--- src/rtl/dec_pkg.sv ---
// Shared encodings for the multi-cycle control decoder: opcodes, FSM states
// and the packed bundle of datapath control strobes.
package dec_pkg;

  // Defined opcodes are contiguous from 0 so "known" is a single magnitude test.
  typedef enum logic [3:0] {
    OP_LOAD  = 4'd0,
    OP_STORE = 4'd1,
    OP_BNE   = 4'd2,
    OP_BEQ   = 4'd3,
    OP_ADD   = 4'd4,
    OP_SUB   = 4'd5,
    OP_ADDI  = 4'd6,
    OP_JMP   = 4'd7,
    OP_NOP   = 4'd8,
    OP_HALT  = 4'd9
  } opcode_e;

  typedef enum logic [1:0] {
    FETCH   = 2'd0,
    EXECUTE = 2'd1,
    MEM     = 2'd2,
    HALT    = 2'd3
  } state_e;

  typedef struct packed {
    logic load_reg;
    logic load_pc;
    logic load_ir;
    logic alu_reg;
    logic alu_add;
    logic alu_sub;
    logic inc_pc;
    logic we;
    logic imm;
    logic mem_req;
    logic halted;
  } ctrl_t;

endpackage

--- src/rtl/dec_wait_timer.sv ---
// Counts consecutive unacknowledged memory-request cycles and flags the cycle
// in which the count reaches TMO without an acknowledge.
module dec_wait_timer #(
  parameter int TMO = 15
) (
  input  logic clock,
  input  logic n_reset,
  input  logic req,
  input  logic ack,
  input  logic clear,
  output logic expired
);

  logic [7:0] cnt;

  // cnt holds the waits already seen, so this cycle is wait number cnt+1.
  assign expired = req && !ack && (cnt == 8'(TMO - 1));

  // NOTE: state registers use non-blocking assignments and reset
  // asynchronously, so every flop sees the same pre-edge values.
  always_ff @(posedge clock or negedge n_reset) begin
    if (!n_reset) begin
      cnt <= '0;
    end else if (clear || ack || !req) begin
      cnt <= '0;
    end else begin
      cnt <= cnt + 8'd1;
    end
  end

endmodule

--- src/rtl/mc_decoder.sv ---
// Multi-cycle instruction decoder: FETCH/EXECUTE/MEM/HALT sequencer driving
// datapath strobes, with memory timeout, sticky error and retire counter.
module mc_decoder
  import dec_pkg::*;
#(
  parameter int OP_W  = 4,
  parameter int CNT_W = 16,
  parameter int TMO   = 15
) (
  input  logic             clock,
  input  logic             n_reset,
  input  logic [OP_W-1:0]  op,
  input  logic             z_flag,
  input  logic             mem_ack,
  input  logic             run,
  output logic             load_REG,
  output logic             load_PC,
  output logic             load_IR,
  output logic             ALU_REG,
  output logic             ALU_add,
  output logic             ALU_sub,
  output logic             INC_PC,
  output logic             WE,
  output logic             IMM,
  output logic             mem_req,
  output logic             halted,
  output logic             err,
  output logic [CNT_W-1:0] instr_count
);

  state_e  state, next_state;
  ctrl_t   ctrl, ctrl_out;
  opcode_e opc;
  logic    op_known;
  logic    set_err;
  logic    expired;
  logic    retire;

  assign op_known = (op <= OP_W'(OP_HALT));
  assign opc      = opcode_e'(op[3:0]);

  dec_wait_timer #(.TMO(TMO)) u_wait_timer (
    .clock   (clock),
    .n_reset (n_reset),
    .req     (ctrl.mem_req),
    .ack     (mem_ack),
    .clear   (next_state != state),
    .expired (expired)
  );

  // NOTE: every always_comb output gets a default before the case so no
  // path leaves a signal unassigned and no latch is inferred.
  always_comb begin
    ctrl       = '0;
    next_state = state;
    set_err    = 1'b0;
    case (state)
      FETCH: begin
        ctrl.mem_req = 1'b1;
        if (mem_ack) begin
          ctrl.load_ir = 1'b1;
          next_state   = EXECUTE;
        end else if (expired) begin
          set_err    = 1'b1;
          next_state = HALT;
        end
      end
      EXECUTE: begin
        if (!op_known) begin
          set_err    = 1'b1;
          next_state = HALT;
        end else begin
          case (opc)
            OP_ADD, OP_SUB, OP_ADDI: begin
              ctrl.load_reg = 1'b1;
              ctrl.alu_reg  = 1'b1;
              ctrl.alu_add  = (opc != OP_SUB);
              ctrl.alu_sub  = (opc == OP_SUB);
              ctrl.imm      = (opc == OP_ADDI);
              ctrl.load_pc  = 1'b1;
              ctrl.inc_pc   = 1'b1;
              next_state    = FETCH;
            end
            OP_NOP: begin
              ctrl.load_pc = 1'b1;
              ctrl.inc_pc  = 1'b1;
              next_state   = FETCH;
            end
            OP_BNE: begin
              ctrl.load_pc = 1'b1;
              ctrl.inc_pc  = z_flag;
              next_state   = FETCH;
            end
            OP_BEQ: begin
              ctrl.load_pc = 1'b1;
              ctrl.inc_pc  = !z_flag;
              next_state   = FETCH;
            end
            OP_JMP: begin
              ctrl.load_pc = 1'b1;
              next_state   = FETCH;
            end
            OP_LOAD, OP_STORE: next_state = MEM;
            OP_HALT:           next_state = HALT;
            default: begin
              set_err    = 1'b1;
              next_state = HALT;
            end
          endcase
        end
      end
      MEM: begin
        ctrl.mem_req = 1'b1;
        ctrl.we      = (opc == OP_STORE);
        if (mem_ack) begin
          ctrl.load_reg = (opc == OP_LOAD);
          ctrl.load_pc  = 1'b1;
          ctrl.inc_pc   = 1'b1;
          next_state    = FETCH;
        end else if (expired) begin
          set_err    = 1'b1;
          next_state = HALT;
        end
      end
      HALT: begin
        ctrl.halted = 1'b1;
        if (run) begin
          ctrl.load_pc = 1'b1;
          ctrl.inc_pc  = 1'b1;
          next_state   = FETCH;
        end
      end
      default: next_state = FETCH;
    endcase
  end

  // Strobes are forced low during reset so a stale decode never reaches memory.
  assign ctrl_out = n_reset ? ctrl : '0;

  assign load_REG = ctrl_out.load_reg;
  assign load_PC  = ctrl_out.load_pc;
  assign load_IR  = ctrl_out.load_ir;
  assign ALU_REG  = ctrl_out.alu_reg;
  assign ALU_add  = ctrl_out.alu_add;
  assign ALU_sub  = ctrl_out.alu_sub;
  assign INC_PC   = ctrl_out.inc_pc;
  assign WE       = ctrl_out.we;
  assign IMM      = ctrl_out.imm;
  assign mem_req  = ctrl_out.mem_req;
  assign halted   = ctrl_out.halted;

  assign retire = ((state == EXECUTE) || (state == MEM)) && (next_state == FETCH);

  always_ff @(posedge clock or negedge n_reset) begin
    if (!n_reset) begin
      state       <= FETCH;
      err         <= 1'b0;
      instr_count <= '0;
    end else begin
      state <= next_state;
      if (set_err) err <= 1'b1;
      if (retire) instr_count <= instr_count + 1'b1;
    end
  end

endmodule

--- config.mk ---
export PLATFORM = sky130hd
export DESIGN_NAME = mc_decoder
export DESIGN_NICKNAME = d
export VERILOG_FILES = /design/src/rtl/dec_pkg.sv /design/src/rtl/dec_wait_timer.sv /design/src/rtl/mc_decoder.sv
export SDC_FILE = /design/constraint.sdc
export NUM_CORES = 1
export LEC_CHECK = 0
export ABC_AREA = 1
export CAP_MARGIN = 20
export CELL_PAD_IN_SITES_DETAIL_PLACEMENT = 1
export CELL_PAD_IN_SITES_GLOBAL_PLACEMENT = 1
export CORE_MARGIN = 8
export CORE_UTILIZATION = 30
export CTS_BUF_LIST = sky130_fd_sc_hd__clkbuf_8 sky130_fd_sc_hd__clkbuf_16
export DETAILED_ROUTE_END_ITERATION = 8
export PLACE_DENSITY = 0.7
export SETUP_SLACK_MARGIN = 0.5
export SYNTH_ARGS = -nofsm -noshare
export SYNTH_HDL_FRONTEND = slang
export SYNTH_SLANG_ARGS = --single-unit
--- constraint.sdc ---
create_clock -name clock -period 2.55 [get_ports clock]
set_input_delay 0.51 -clock clock [delete_from_list [all_inputs] [get_ports clock]]
set_output_delay 0.51 -clock clock [all_outputs]
set_load 0.01 [all_outputs]
==> flow_summary.json <==
{
  "status": "complete, no violations",
  "synth_seq_cells": 27,
  "pre_cts_ws_ns": -0.209,
  "antennaDiodeCount": 0,
  "grt_max_degree": 17,
  "die_height_microns": 96.2,
  "clock-sinks": 27,
  "final_cell_count_no_fill": 398,
  "p_sw_share_pct": 47.8,
  "regToRegSetupSlack_ns": 0.65,
  "placementRows": 29,
  "drv_slew": 0,
  "syn_area_sq_mm": 0.00193,
  "pwr-share-comb_pct": 61.8,
  "port_buffers": 36,
  "internal-power_w": 0.00111,
  "yosysTopAreaCell": "dfrtp_1",
  "avgViaCountPerCell": 4.77,
  "clk_pin_slew_worst_paths_ns": 0.08,
  "fmax_mhz": 494,
  "avgSynthCellArea_sq_um": 7.49,
  "tightest_slew_ns": 0.543,
  "synth_cells": 258,
  "criticalPathCategory": "register to output pin",
  "seq_power_share_pct": 26.7,
  "finalHoldViolCount": 0,
  "yosys_most_used_dff": "dfrtp_1",
  "htreeDepth": 1,
  "maxSlewHeadroom_pct": 63.5,
  "async_flop_share_pct": 100,
  "clkPwrFrac_pct": 11.5,
  "io_pins": 37,
  "ant_nets": 0,
  "start_util_pct": 30.8,
  "fin_tns_setup_ns": 0,
  "r2r-start": "state[1]$_DFF_PN0_",
  "cts_tree": "done",
  "cts-root-buf": "clkbuf_8",
  "nFillCells": 791,
  "r2r_end": "instr_count[4]$_DFFE_PN0P_",
  "yosys-top-cells-area": "dfrtp_1, nand2_1, nor2_1, inv_1, xor2_1",
  "critPathLaunchType": "register",
  "critical_path.max_fanout": 4,
  "numPlacedInstances": 386,
  "drc": 0,
  "hold_path_class": "input pin to async pin",
  "ys_warn_count": 0,
  "antenna_found_initial": 0,
  "finalCriticalPeriod_ns": 2.03,
  "reg2regPathDepth": 11,
  "required_ns": 2.04,
  "dr_total_vias": 1899,
  "grt_pass1_vias": 1996,
  "ir_drop_mv": 0.348,
  "synth.top_cell.area_share_pct": 35.0,
  "synth_edf_count": 0,
  "drive_above_1_share_pct": 25.5,
  "final_common_cell": "nand2_1",
  "cts_hold_buf": 0,
  "grt_first_pass_wirelength_microns": 9800,
  "finalCritPeriodShare_pct": 79.5,
  "hpwl_microns": 4470,
  "syn-num-nets": 275,
  "dr.pass1.iters": 4,
  "gr-usage-all-layers_pct": 13.3,
  "p_leak_nw": 1.24,
  "core_sq_mm": 0.00628,
  "die_x_microns": 96.2,
  "critPathArrivalTime_ns": 1.52,
  "p_switching_w": 0.00102,
  "wire_per_inst_microns": 14.7,
  "synth_seq_area_share_pct": 35.0,
  "clk_path_buf_depth": 2,
  "synthToLayoutAreaGrowth_pct": 36.9,
  "end_kind": "output pin",
  "dieArea_sq_mm": 0.00926,
  "holdWs_ns": 0.458,
  "numCtsBuffers": 3,
  "finalWeightedCongestion": 0.830,
  "layout_common_cells": "nand2_1, nor2_1, dfrtp_1",
  "routed_wl_microns": 5840,
  "p_per_area_mw_per_mm2": 803,
  "worst_slack_ns": 0.524,
  "clk_latency_ns": 0.28,
  "cap_violations": 0,
  "final_nets": 339,
  "rsz0062_at_grt": "true",
  "drt_iter0_drc": 54,
  "globalRouteOverflowTotal": 0,
  "skew_ns": 0.0145,
  "synth_cell_types": 30,
  "setup_violations": 0
}
cell type report:
type                       instances  area (sq um)  share of cell area, %
multi-input combinational        198          1190                   45.2
sequential                        27           677                   25.6
timing repair buffer              63           520                   19.7
inverter                          29           111                   4.21
tap                               77          96.3                   3.64
clock buffer                       3          41.3                   1.56
clock inverter                     1          3.75                  0.142
power by group through the flow:
stage	Clock (W)	Combinational (W)	Sequential, W
2_1_floorplan	0	0.000751	0.000570
3_3_place_gp	0	0.00106	0.000568
3_5_place_dp	0	0.00110	0.000572
4_1_cts	0.000258	0.00120	0.000565
5_1_grt	0.000273	0.00144	0.000577
6_report	0.000244	0.00131	0.000568
what timing repair did:
action / in CTS / in global routing
endpoints found under the setup margin: 35 / 27
hold endpoints to repair: 0 / 0
setup buffers: 4 / 4
pin swaps: 2 / 10
resized for setup: 67 / 20
critical path, stage by stage, from the launching register on:
cell and delay [ns]:
dfrtp_1 0.45, buf_6 0.15, ha_4 0.16, nor2_2 0.15, nor2_1 0.06, dlygate4sd2_1 0.28
worst max-delay path by stage:
stage                             from  depth (start not counted)  slack [ns]      end
detailed placement               op[2]                          7       -0.21      IMM
global placement                 op[1]                          7       -0.18   INC_PC
global route        state[1]$_DFF_PN0_                          7        0.44   INC_PC
floorplan           state[1]$_DFF_PN0_                          4        0.73  ALU_sub
finish              state[1]$_DFF_PN0_                          5        0.52  mem_req
CTS                              op[3]                          6        0.46  ALU_add
cell families (layout without fill, tap and decap cells):
kind of cell               Yosys count  in the layout  share of synthesized area [%]
xor gates and xnor gates            18             18                           8.16
adders and majority gates            8              8                           5.18
AOI/OAI and AO/OA                   30             30                           9.78
buffers and inverters               33             96                           8.23
DFF                                 27             27                           35.0
and+or+nand+nor                    142            142                           33.7
metrics by stage:
step                      util, %  area [sq um]  total power (W)
after floorplan                 -          1930          0.00132
after global placement       39.5          2480          0.00163
after detailed placement     39.5          2480          0.00167
after CTS                    41.3          2590          0.00203
after global routing         42.1          2650          0.00229
final                        42.1          2650          0.00212
registers in the layout (all words and copies together), names as in the netlist:
name and cells:
err 1, instr_count 16, state 2, u_wait_timer.cnt 8
cells in the mapped netlist (2+ instances only):
cell      n
dfrtp_1  27
nand3_1  13
ha_1      8
nor4_1    2
nor3_1   12
nand2_1  69
buf_6     2
nand2_2   7
inv_1    28
o21ai_4   2
o21ai_0  19
xor2_1   12
xnor2_1   6
a21oi_1   3
nand4_1   3
nor2_2    2
nor2_1   29
nand2_4   2
metal layers:
metal | track usage (%) | routed length (microns) | vias to the layer above
li1 | - | - | 951
met1 | 17.3 | 2800 | 921
met2 | 22.9 | 2830 | 23
met3 | 1.64 | 161 | 4
met4 | 2.69 | 49 | 0
met5 | 0 | 0 | -
Note: power is estimated with default switching activity, not from simulation.
